===== config.mk =====
export PLATFORM = sky130hd
export DESIGN_NAME = fmap_snake_streamer
export DESIGN_NICKNAME = d
export VERILOG_FILES = /design/src/rtl/fmap_pkg.sv /design/src/rtl/stream_fifo2.sv /design/src/rtl/fmap_snake_streamer.sv
export SDC_FILE = /design/constraint.sdc
export NUM_CORES = 1
export LEC_CHECK = 0
export BUFFER_PORTS_ARGS = -buffer_cell sky130_fd_sc_hd__buf_2
export CAP_MARGIN = 20
export CORE_MARGIN = 5
export CORE_UTILIZATION = 51
export DETAILED_ROUTE_END_ITERATION = 10
export PLACE_DENSITY = 0.87
export SLEW_MARGIN = 20
export SYNTH_ARGS = -nofsm -noshare
export SYNTH_HDL_FRONTEND = slang
export SYNTH_SLANG_ARGS = --single-unit

===== constraint.sdc =====
create_clock -name clk -period 8 [get_ports clk]
set_input_delay 1.2 -clock clk [delete_from_list [all_inputs] [get_ports clk]]
set_output_delay 1.2 -clock clk [all_outputs]
set_load 0.03 [all_outputs]

===== src/rtl/fmap_pkg.sv =====
// Shared types and defaults for the feature-map snake streamer and its output FIFO.
package fmap_pkg;

  localparam int DEF_ROW        = 128;
  localparam int DEF_COL        = 128;
  localparam int DEF_CHANNEL_IN = 4;
  localparam int DEF_PEA_NUM    = 33;
  localparam int DEF_AW         = 14;

  localparam int PIX_W = DEF_CHANNEL_IN * 8;
  localparam int OUT_W = DEF_PEA_NUM * 8;

  typedef enum logic [2:0] {
    IDLE  = 3'd0,
    HEAD  = 3'd1,
    BODY  = 3'd2,
    DRAIN = 3'd3,
    DONE  = 3'd4
  } state_e;

  // Counter width for a 0..n-1 range; never collapses to zero bits.
  function automatic int cnt_width(input int n);
    return (n > 1) ? $clog2(n) : 1;
  endfunction

endpackage


===== src/rtl/stream_fifo2.sv =====
// Two-entry valid/ready FIFO; the writer is credit-controlled through the count output.
module stream_fifo2
  import fmap_pkg::*;
#(
  parameter int WIDTH = PIX_W
) (
  input  logic             clk,
  input  logic             rst_n,
  input  logic             in_valid,
  input  logic [WIDTH-1:0] in_data,
  output logic             out_valid,
  input  logic             out_ready,
  output logic [WIDTH-1:0] out_data,
  output logic [1:0]       count
);

  logic [WIDTH-1:0] mem_reg [2];
  logic             wr_ptr_reg;
  logic             rd_ptr_reg;
  logic [1:0]       count_reg;
  logic             push;
  logic             pop;

  assign pop  = out_valid && out_ready;
  // A push into a full FIFO is only legal when the head leaves in the same cycle.
  assign push = in_valid && ((count_reg != 2'd2) || pop);

  for (genvar gi = 0; gi < 2; gi++) begin : g_entry
    always_ff @(posedge clk or negedge rst_n) begin
      if (!rst_n) begin
        mem_reg[gi] <= '0;
      end else if (push && (wr_ptr_reg == 1'(gi))) begin
        mem_reg[gi] <= in_data;
      end
    end
  end

  always_ff @(posedge clk or negedge rst_n) begin
    if (!rst_n) begin
      wr_ptr_reg <= 1'b0;
      rd_ptr_reg <= 1'b0;
      count_reg  <= 2'd0;
    end else begin
      if (push) wr_ptr_reg <= ~wr_ptr_reg;
      if (pop)  rd_ptr_reg <= ~rd_ptr_reg;
      count_reg <= count_reg + {1'b0, push} - {1'b0, pop};
    end
  end

  assign out_valid = (count_reg != 2'd0);
  assign out_data  = mem_reg[rd_ptr_reg];
  assign count     = count_reg;

endmodule


===== src/rtl/fmap_snake_streamer.sv =====
// Streams a row-major feature map out of a 1-cycle SRAM in PE-array scan order:
// two-row column-interleaved head, then serpentine body rows.
module fmap_snake_streamer
  import fmap_pkg::*;
#(
  parameter int ROW        = DEF_ROW,
  parameter int COL        = DEF_COL,
  parameter int CHANNEL_IN = DEF_CHANNEL_IN,
  parameter int PEA_NUM    = DEF_PEA_NUM,
  parameter int AW         = DEF_AW
) (
  input  logic                    clk,
  input  logic                    rst_n,
  input  logic                    start,
  output logic                    mem_rd_en,
  output logic [AW-1:0]           mem_addr,
  input  logic [CHANNEL_IN*8-1:0] mem_rdata,
  output logic                    out_valid,
  input  logic                    out_ready,
  output logic [PEA_NUM*8-1:0]    data_out,
  output logic                    busy,
  output logic                    done
);

  localparam int PW = CHANNEL_IN * 8;
  localparam int OW = PEA_NUM * 8;
  localparam int RW = cnt_width(ROW);
  localparam int CW = cnt_width(COL);

  localparam logic [AW-1:0] COL_STEP        = AW'(COL);
  localparam logic [AW-1:0] FIRST_BODY_BASE = AW'(2 * COL);
  localparam logic [RW-1:0] FIRST_BODY_ROW  = RW'(2);
  localparam logic [RW-1:0] LAST_ROW        = RW'(ROW - 1);
  localparam logic [CW-1:0] LAST_COL        = CW'(COL - 1);

  state_e          state_reg;
  logic [RW-1:0]   row_reg;
  logic [CW-1:0]   col_reg;
  logic [AW-1:0]   base_reg;
  logic            head_hi_reg;
  logic            inflight_reg;
  logic            busy_reg;
  logic            done_reg;

  logic [1:0]      fifo_count;
  logic [PW-1:0]   fifo_data;
  logic            fifo_pop;
  logic [1:0]      slots_used;
  logic            can_issue;
  logic            scanning;
  logic            last_head;
  logic            row_end;

  // Occupancy seen by the next read: a beat leaving this cycle frees its slot,
  // which keeps one read per cycle flowing while out_ready stays high.
  assign fifo_pop   = out_valid && out_ready;
  assign slots_used = fifo_count + {1'b0, inflight_reg} - {1'b0, fifo_pop};
  assign can_issue  = (slots_used < 2'd2);
  assign scanning   = (state_reg == HEAD) || (state_reg == BODY);

  assign mem_rd_en = scanning && can_issue;
  assign mem_addr  = base_reg + AW'(col_reg);

  assign last_head = head_hi_reg && (col_reg == LAST_COL);
  // Even body rows run right-to-left, odd rows left-to-right.
  assign row_end   = row_reg[0] ? (col_reg == LAST_COL) : (col_reg == '0);

  always_ff @(posedge clk or negedge rst_n) begin
    if (!rst_n) begin
      state_reg    <= IDLE;
      row_reg      <= '0;
      col_reg      <= '0;
      base_reg     <= '0;
      head_hi_reg  <= 1'b0;
      inflight_reg <= 1'b0;
      busy_reg     <= 1'b0;
      done_reg     <= 1'b0;
    end else begin
      inflight_reg <= mem_rd_en;
      done_reg     <= 1'b0;
      case (state_reg)
        IDLE: begin
          if (start) begin
            state_reg   <= HEAD;
            busy_reg    <= 1'b1;
            row_reg     <= '0;
            col_reg     <= '0;
            base_reg    <= '0;
            head_hi_reg <= 1'b0;
          end
        end
        HEAD: begin
          if (mem_rd_en) begin
            if (!head_hi_reg) begin
              head_hi_reg <= 1'b1;
              base_reg    <= COL_STEP;
            end else if (last_head) begin
              head_hi_reg <= 1'b0;
              if (ROW == 2) begin
                state_reg <= DRAIN;
              end else begin
                state_reg <= BODY;
                row_reg   <= FIRST_BODY_ROW;
                col_reg   <= LAST_COL;
                base_reg  <= FIRST_BODY_BASE;
              end
            end else begin
              head_hi_reg <= 1'b0;
              base_reg    <= '0;
              col_reg     <= col_reg + CW'(1);
            end
          end
        end
        BODY: begin
          if (mem_rd_en) begin
            if (row_end) begin
              if (row_reg == LAST_ROW) begin
                state_reg <= DRAIN;
              end else begin
                row_reg  <= row_reg + RW'(1);
                base_reg <= base_reg + COL_STEP;
                col_reg  <= row_reg[0] ? LAST_COL : '0;
              end
            end else begin
              col_reg <= row_reg[0] ? (col_reg + CW'(1)) : (col_reg - CW'(1));
            end
          end
        end
        DRAIN: begin
          if ((fifo_count == 2'd0) && !inflight_reg) begin
            state_reg <= DONE;
            done_reg  <= 1'b1;
          end
        end
        DONE: begin
          state_reg <= IDLE;
          busy_reg  <= 1'b0;
        end
        default: state_reg <= IDLE;
      endcase
    end
  end

  stream_fifo2 #(
    .WIDTH(PW)
  ) u_fifo (
    .clk      (clk),
    .rst_n    (rst_n),
    .in_valid (inflight_reg),
    .in_data  (mem_rdata),
    .out_valid(out_valid),
    .out_ready(out_ready),
    .out_data (fifo_data),
    .count    (fifo_count)
  );

  assign data_out = OW'(fifo_data);
  assign busy     = busy_reg;
  assign done     = done_reg;

endmodule


-- Word level (Yosys, flattened, before mapping)
Cells that the tools add are included.
Widths: inputs -> output; s select.
- word-level logic and storage cells: 113
- latch bits: 0
- memories: 0
- bits in writable memories: 0
- ROM bits: 0
- register bits after elaboration: 103
- output and inout port bits: 282
- multipliers: 0
- bitwise operators: 3
- reductions and logical operators: 23
- equal/unequal tests: 17
- mux-type cells: 46
- magnitude comparators: 2
- shift-type cells: 0
- $add $sub $neg: 9
- div/mod/pow operators: 0
- operator list (kind ; count):
    $mux 7 ; 15
    $mux 32 ; 3
    $mux 14 ; 5
    $pmux 14 s3 ; 1
    $pmux 7 s3 ; 2
    $mux 3 ; 8
    $mux 9 ; 2
    $ne 2x2->1 const B ; 9
    $reduce_and 8->1 ; 2
    $add 14x7->14 ; 1
    $add 14x8->14 const B ; 1
    $add 7x1->7 const B ; 2
    $eq 7x7->1 const B ; 2
    $pmux 3 s4 ; 1
    $reduce_and 6->1 ; 2
    $logic_and 1x1->1 ; 7
    $logic_not 7->1 ; 1
    $mux 1 ; 7
    $sub 7x1->7 const B ; 1
    $eq 3x2->1 const B ; 2
    $reduce_bool 2->1 ; 3
    $add 2x1->2 ; 2
    $pmux 1 s2 ; 2
    $sub 2x1->2 ; 2
    15 further kinds ; 17

-- Longest topological paths before layout
Gate-level depths: netlist of the first run.
- depth in word-level cells: 7
- gate-level depth with buffers: 11
- gate-level depth less buffers: 9

-- Hierarchy
Synthesis of the first run repeated with hierarchy kept, for this count alone.
- cell total of the unflattened synthesis: 646
- area, all modules: 6891.6 µm²
- by module, submodules not included (module ; area each (µm²) ; times used ; sequential area each (µm²) ; cells an instance):
    fmap_snake_streamer ; 3667.3 ; 1 ; 700.7 ; 458
    stream_fifo2 ; 3224.3 ; 1 ; 1701.6 ; 188

-- Worst setup path before layout of the first run
Ideal clock, no wire load.
- path type: input to output
- start point: input port out_ready
- end point: output port mem_rd_en
- buffers on the path: 0
- arrival time: 2.500 ns
- setup slack: 4.300 ns
- cell stages on the path: 5
- path through: and2_1 ha_1 nor2b_1 xnor2_2 a21oi_1
- word-level cells in the longest chain between the ends: 4
- RTL lines (item ; RTL line ; source):
    start, declared ; fmap_snake_streamer.sv:19 ; input logic out_ready,
    $logic_and 1x1->1 ; fmap_snake_streamer.sv:56 ; assign fifo_pop = out_valid && out_ready;
    $sub 2x1->2 ; fmap_snake_streamer.sv:57 ; assign slots_used = fifo_count + {1'b0, inflight_reg} - {1'b0, fifo_pop};
    $lt 2x2->1 ; fmap_snake_streamer.sv:58 ; assign can_issue = (slots_used < 2'd2);
    $logic_and 1x1->1 ; fmap_snake_streamer.sv:61 ; assign mem_rd_en = scanning && can_issue;
    end, declared ; fmap_snake_streamer.sv:15 ; output logic mem_rd_en,
No other way between the ends.

-- Final worst setup path of the first run
- start point: input port out_ready
- end point: output port mem_rd_en
- word-level cells in the longest chain between the ends: 4
- RTL lines (item ; RTL line ; source):
    $logic_and 1x1->1 ; fmap_snake_streamer.sv:56 ;
    net fifo_pop ; fmap_snake_streamer.sv:47 ; logic fifo_pop;
    $sub 2x1->2 ; fmap_snake_streamer.sv:57 ;
    $lt 2x2->1 ; fmap_snake_streamer.sv:58 ;
    $logic_and 1x1->1 ; fmap_snake_streamer.sv:61 ;
The timed path passes the listed nets, and every way through them passes these cells.

==> metrics.md, run 1 <==
| Metric | Value |
|---|---|
| Status | `finished clean` |
| Initial core utilization | `52.0%` |
| Post-layout min period | `3.82 ns` |
| DRC | `0` |
| Skew-Pair Late Insertion Delay | `0.34 ns` |
| Setup Skew | `0.00869 ns` |
| Multi-input logic area | `0.00314 sq mm` |
| Die Y | `123 um` |
| First-pass GRT wire length | `17,800 um` |
| Area of the core | `0.0126 sq mm` |
| Num CTS Buffers | `9` |
| Commonest non-fill, non-tap cells in the layout | `conb_1, mux2_2, dfrtp_1` |
| Pre-Repair DR Iteration Count | `4` |
| Most common flop cell mapped by yosys | `dfrtp_1` |
| # diodes | `0` |
| Startpoint types | `input pin` |
| Initial antenna violation count | `0` |
| Tightest Hold Check Type | `flop to flop` |
| CTS Hold Bufs | `0` |
| GR Util All Layers | `14.4%` |
| Largest register FFs | `64` |
| DR vias | `4,004` |
| Max_slew headroom | `35.1%` |
| Worst Path Required | `6.80 ns` |
| CTS resizes | `0` |
| Final Cycle Share | `47.7%` |
| Final setup TNS | `0 ns` |
| Distinct cells, synth | `56` |
| Achievable frequency | `262 MHz` |
| Lkg Pwr | `0.00331 uW` |
| Clk buf depth | `2` |
| Post-Synthesis Cells | `639` |
| Post-synth EDFFs | `0` |
| Worst hold margin | `0.498 ns` |
| Cell Rows | `41` |
| CP Capture Type | `output port` |
| Seq/Total Area, Yosys | `36.6%` |
| Final setup vio count | `0` |
| Htree depth | `3` |
| Dpl hpwl | `8810 um` |
| Syn. warnings | `0` |
| Reg area | `0.00240 sq mm` |
| Count of pins over their slew limit | `0` |
| Detailed Route Iter0 Violations | `191` |
| GPL Wtd Cong | `0.817` |
| Fill cell count | `1,133` |
| Port Buffers | `85` |
| WS Path Type | `input pin to output port` |
| Worst-path fanout max | `9` |
| TritonCTS clock tree | `done` |
| Max cap viols | `0` |
| PD cells | `430 mW/mm^2` |
| Final hold vios | `0` |
| Global route overflow | `0` |
| Vias in the first global route | `3,764` |
| Die ar. | `0.0152 sq mm` |
| CTS root buffer | `clkbuf_16` |
| Post-synthesis register bit count | `96` |
| Sink Count | `96` |
| DR vias/cell | `4.48` |
| Asr flop ratio synth | `100%` |
| Largest net degree at the start of global routing | `81` |
| Nets | `758` |
| Worst-margin pin slew | `0.971 ns` |
| Clock-pin slew of the registers on the worst-case setup and hold paths | `0.06 ns` |
| Setup bufs post-CTS | `0` |
| Die width | `123 um` |
| Mapped Area | `0.00656 sq mm` |
| WL final | `11,800 um` |
| Maximum VDD drop | `0.000199 V` |
| Number of I/O pins | `318` |
| Worst EP arrival | `2.62 ns` |
| Most common cell after layout, fill and taps aside | `conb_1` |
| Syn_area_per_cell | `10.3 sq um` |
| Layout cell share with drive strength beyond 1 | `29.5%` |
| RSZ-0062 raised after global routing | `no` |
| Post-route ant nets | `0` |
| WL per Instance | `13.3 um` |
| Area added between synthesis and finish | `0.229%` |
-- kinds of logic after synthesis --
logic type | Yosys count | share of synthesized area (%)
flip-flops | 96 | 36.6
other | 1 | 0.0572
AO/OA/AOI/OAI | 71 | 7.65
XOR/XNOR | 9 | 1.43
buffers and inverters | 267 | 28.8
multiplexers | 98 | 16.8
adder cells (fa/ha/maj) | 6 | 1.15
AND/OR/NAND/NOR | 91 | 7.44
-- routing by layer --
layer | wire [um] | vias up | track usage, %
li1 | - | 1877 | -
met1 | 4560 | 1921 | 18.8
met2 | 6040 | 192 | 23.7
met3 | 1100 | 14 | 3.11
met4 | 146 | 0 | 4.84
met5 | 0 | - | 0
-- synth_stat cells (all sizes together) (2+ instances only) --
cell type / n / area (sq um)
nor3: 7 / 40.0
nor2: 16 / 60.1
dfrtp: 96 / 2400
or4: 3 / 22.5
xor2: 2 / 17.5
or3: 4 / 25.0
buf: 237 / 1780
o22a: 3 / 26.3
a21oi: 15 / 75.1
a211oi: 2 / 15.0
a22oi: 2 / 15.0
o21a: 5 / 37.5
xnor2: 7 / 76.3
nand3: 10 / 50.1
o221ai: 2 / 23.8
clkbuf: 16 / 60.1
ha: 6 / 75.1
o21ai: 17 / 85.1
a31oi: 4 / 25.0
o211ai: 6 / 45.0
a22o: 2 / 17.5
nor2b: 2 / 12.5
and4: 2 / 17.5
a211o: 2 / 17.5
nor4: 5 / 37.5
inv: 14 / 52.6
a21boi: 2 / 15.0
nand2: 25 / 93.8
mux2: 98 / 1100
and3: 8 / 50.1
or2: 3 / 18.8
-- power by group --
part | total [uW] | internal (uW) | switching (uW)
combinational | 1520 | 565 | 953
sequential | 873 | 704 | 168
clock | 436 | 253 | 183
total | 2830 | 1520 | 1300
-- metrics by stage --
step	util (%)	cells	total power [uW]	worst slack [ns]	area, sq um
2_1_floorplan	-	870	2160	4.30	7420
3_3_place_gp	49.6	877	2360	4.19	6260
3_5_place_dp	49.6	877	2400	4.19	6260
4_1_cts	52.0	893	2850	4.19	6570
5_1_grt	52.1	893	3020	4.08	6570
6_report	52.1	893	2830	4.18	6570
-- final timing paths --
path / startpoint / end / slack (ns) / depth (start not counted)
max: out_ready / mem_rd_en / 4.18 / 7
min: row_reg[6] / row_reg[6] / 0.50 / 1
max reg2reg: u_fifo.count[1] / row_reg[4] / 4.82 / 9
min reg2reg: row_reg[6] / row_reg[6] / 0.50 / 1
max in group asynchronous: rst_n / base_reg[12] / 6.33 / 2
min in group asynchronous: rst_n / u_fifo.mem_reg[37] / 0.71 / 1
-- critical path, cell delays in order --
cell and delay [ns]:
buf_2 0.11, and2_1 0.15, ha_1 0.29, nor2b_1 0.19, xnor2_2 0.18, a21oi_1 0.26
buf_2 0.25
-- layout make-up --
cell class                 count  area share [%]
multi-input combinational    507            47.8
clock buffer                  11            3.69
timing repair buffer          88            6.91
tap                          172            3.27
clock inverter                 5           0.971
sequential                    96            36.6
inverter                      14           0.800
No activity file was read; power rests on OpenSTA's default activity.
==> run 2: changes to the inputs <==
Settings changed: ABC_AREA from default to 1, CORE_UTILIZATION 51 to 48, PLACE_DENSITY 0.87 to 0.81.
Clock period 8 ns to 3.8 ns, I/O delays scaled along.
==> metrics.md, run 2 <==
| Metric | Value |
|---|---|
| Clk buf depth | `2 (unchanged)` |
| Internal reg-to-reg setup slack | `1.61 ns (-3.21 ns)` |
| Htree depth | `3 (unchanged)` |
| Worst EP arrival | `2.35 ns (-0.27 ns)` |
| Switching Fraction | `51.3% (+5.2 points)` |
| TritonCTS clock tree | `done` |
| Placed instance count | `1,134 (+29%)` |
| Reg2reg path depth | `15 (+6)` |
| Cell internal pwr | `3030 uW (+99%)` |
| Achievable frequency | `342 MHz` |
| Overall power | `6220 uW (+120%)` |
| Distinct cells, synth | `41 (-27%)` |
| Synth cell count leaders | `nand2_1, buf_4, dfrtp_1, inv_1, o21ai_0` |
| RR Endpoint | `col_reg[4]` |
| Skew-Pair Late Insertion Delay | `0.34 ns (about the same)` |
| Setup Skew | `0.00690 ns (-0.00179 ns)` |
| Largest cells by area after synthesis | `dfrtp_1, buf_4, nand2_1, o21ai_2, inv_1` |
| Vias in the first global route | `4,576 (+22%)` |
| Startpoint types | `flop` |
| Design area | `0.00706 sq mm (+7.5%)` |
| Final setup vio count | `0 (unchanged)` |
| Post-synth EDFFs | `0 (unchanged)` |
| RSZ-0062 raised after global routing | `no` |
| Largest register FFs | `64 (unchanged)` |
| Max cap viols | `0 (unchanged)` |
| Global route overflow | `0 (unchanged)` |
| Layout Cells excl Fill | `1,151 (+29%)` |
| Final Util | `48.6% (-3.5 points)` |
| Final setup TNS | `0 ns (unchanged)` |
| Post-synthesis register bit count | `96 (unchanged)` |
| Status | `finished clean` |
| Initial antenna violation count | `0 (unchanged)` |
| Commonest non-fill, non-tap cells in the layout | `nand2_1, conb_1, dfrtp_1` |
| WS Path Type | `flop to output port` |
| Worst-path fanout max | `4 (-5)` |
| Highest metal used | `met4` |
| Bufs and invs on worst path | `4 (+2)` |
| Dpl hpwl | `10,100 um (+15%)` |
| Initial core utilization | `48.8% (-3.2 points)` |
| Most common cell after layout, fill and taps aside | `nand2_1` |
| CP Capture Type | `output port` |
| CTS resizes | `0 (unchanged)` |
| Crit-path slowest cell | `dfrtp_1` |
| Setup bufs post-CTS | `0 (unchanged)` |
| Mapped Area | `0.00709 sq mm (+8.1%)` |
| Max_slew headroom | `35.8% (+0.67 points)` |
| Asr flop ratio synth | `100% (unchanged)` |
| Nets | `1,004 (+32%)` |
| P_sw | `3190 uW (+140%)` |
| Layout cell share with drive strength beyond 1 | `20.4% (-9.2 points)` |
| Number of I/O pins | `318 (unchanged)` |
| Worst-path cell chain | `or2_4, nand2_4, inv_1, ha_1, inv_1, nand2_1, inv_1, nand2_1, nand2_4, a21oi_1, buf_2` |
| Critical path endpoint | `mem_rd_en` |
| WL met2 | `6850 um (+14%)` |
| Lkg Pwr | `0.00416 uW (+26%)` |
| DR vias/cell | `4.29 (-4.4%)` |
| Critical path depth | `11 (+4)` |
| Die width | `132 um (+6.6%)` |
| Die ar. | `0.0173 sq mm (+14%)` |
| Largest net degree at the start of global routing | `66 (-19%)` |
| Fill cell count | `1,440 (+27%)` |
| Area of the core | `0.0145 sq mm (+15%)` |
| Final hold vios | `0 (unchanged)` |
| WL per Instance | `11.9 um (-10%)` |
| Biggest cell delay along the critical path | `0.44 ns (+0.15 ns)` |
| DRC | `0 (unchanged)` |
| CTS root buffer | `clkbuf_16` |
| M1 wire length | `5680 um (+25%)` |
| Num CTS Buffers | `9 (unchanged)` |
| Worst Path Required | `3.23 ns (-3.57 ns)` |
| CP most frequent cell | `inv_1` |
| Seq/Total Area, Yosys | `33.9% (-2.8 points)` |
| Logic pwr share | `55.7% (+2.0 points)` |
| Post-layout min period | `2.92 ns` |
| Pre-Repair DR Iteration Count | `4 (unchanged)` |
| Synth area leader | `dfrtp_1` |
| Post-route ant nets | `0 (unchanged)` |
| Detailed Route Iter0 Violations | `370 (+94%)` |
| Tightest Hold Check Type | `input pin to asynchronous set/reset pin` |
| Syn. warnings | `0 (unchanged)` |
| Wire length on met3 | `1000 um (-8.7%)` |
| CP delay by family, top | `simple AND/OR/NAND/NOR gates` |
| Worst setup startpoint | `u_fifo.count[1]` |
| Cell Rows | `44 (+7.3%)` |
| Final Cycle Share | `76.8%` |
| Die Y | `132 um (+6.6%)` |
| Area added between synthesis and finish | `-0.371%` |
| Maximum VDD drop | `0.000430 V (+120%)` |
| CTS Hold Bufs | `0 (unchanged)` |
| First-pass GRT wire length | `22,500 um (+27%)` |
| Post-Synthesis Cells | `889 (+39%)` |
| Reg2reg start | `u_fifo.count[1]` |
| Most common flop cell mapped by yosys | `dfrtp_1` |
| # diodes | `0 (unchanged)` |
| WL final | `13,700 um (+16%)` |
| Syn_area_per_cell | `7.97 sq um (-22%)` |
| Dpl cell area | `0.00671 sq mm (+7.2%)` |
| DR vias | `4,934 (+23%)` |
| Sink Count | `96 (unchanged)` |
| Register share of total power | `28.2% (-2.7 points)` |
| Worst-margin pin slew | `0.963 ns (-0.00782 ns)` |
| Clk pwr share | `16.1% (+0.7 points)` |
| PD cells | `881 mW/mm^2 (+100%)` |
| Clock-pin slew of the registers on the worst-case setup and hold paths | `0.07 ns (about the same)` |
| GR Util All Layers | `15.1% (+0.77 points)` |
| GPL Wtd Cong | `0.837 (+2.5%)` |
| Top cell type's share of synthesized area | `33.9% (-2.8 points)` |
| Cell with the most instances after synthesis | `nand2_1` |
| Count of pins over their slew limit | `0 (unchanged)` |
| Port Buffers | `85 (unchanged)` |
[run 2: cell count changes after synthesis, sizes merged, moves of 6 or more]
cell	change
xor2	+9
nand4	+8
nor2	+7
o211ai	-6
nand2	+246
and3	-8
a21oi	-9
inv	+53
o21ai	+71
mux2	-98
nand3	+22
buf	+13
clkbuf	-8
[run 2: layer usage]
layer  vias up  GRT usage (%)
li1       2449              -
met1      2288           18.9
met2       182           26.0
met3        15           3.67
met4         0           4.57
met5         -              0
[run 2: how the worst min path moves through the flow]
stage / endpoint / startpoint / slack [ns]
finish: u_fifo.mem_reg[9] / rst_n / 0.31
global route: u_fifo.mem_reg[9] / rst_n / 0.37
CTS: u_fifo.mem_reg[39] / rst_n / 0.32
detailed placement: u_fifo.mem_reg[32] / u_fifo.mem_reg[32] / 0.47
global placement: u_fifo.mem_reg[34] / u_fifo.mem_reg[34] / 0.47
floorplan: base_reg[10] / rst_n / 0.27
[run 2: per-stage QoR]
step | hold slack [ns] | setup WS (ns)
2_1_floorplan | 0.274 | 1.34
3_3_place_gp | 0.466 | 1.30
3_5_place_dp | 0.469 | 1.22
4_1_cts | 0.325 | 0.827
5_1_grt | 0.372 | 0.759
6_report | 0.312 | 0.880
[run 2: final cells by class]
| type | count | area [sq um] | area share [%] |
|---|---|---|---|
| Inverter | 69 | 280 | 3.97 |
| Timing Repair Buffer | 89 | 470 | 6.66 |
| Clock inverter | 6 | 91.3 | 1.29 |
| Clock buffer | 10 | 239 | 3.38 |
| Tap cell | 184 | 230 | 3.26 |
| Multi-Input combinational cell | 697 | 3350 | 47.4 |
| Sequential cell | 96 | 2400 | 34.0 |
[run 2: power groups by stage]
| stage | Sequential, uW | Clock [uW] | Combinational, uW |
|---|---|---|---|
| floorplan | 1750 | 0 | 3010 |
| global placement | 1750 | 0 | 3410 |
| detailed placement | 1770 | 0 | 3470 |
| CTS | 1750 | 1030 | 3490 |
| global route | 1810 | 1080 | 3810 |
| finish | 1750 | 1000 | 3470 |
[run 2: logic make-up (layout without fill, tap and decap cells)]
family / count (synthesis) / after routing / share of synthesized area (%)
flip-flops: 96 / 96 / 33.9
AND/OR/NAND/NOR: 345 / 345 / 23.3
adder cells (fa/ha/maj): 6 / 6 / 1.06
buffers and inverters: 327 / 174 / 31.1
AO/OA/AOI/OAI: 98 / 98 / 8.56
other: 1 / 232 / 0.0529
XOR/XNOR: 16 / 16 / 1.98
[run 2: worst reg2reg max path, cell delays in order, from the launching register on]
cell and delay [ns]:
dfrtp_1 0.44, or2_4 0.28, nand2_4 0.08, inv_1 0.05, ha_1 0.27, inv_1 0.05
nand2_1 0.07, inv_1 0.04, nand2_1 0.10, nand2_4 0.07, nand2_4 0.09, nand2_4 0.08
nor2_1 0.12, nand3_2 0.19, nand2_1 0.12, nand2_1 0.06
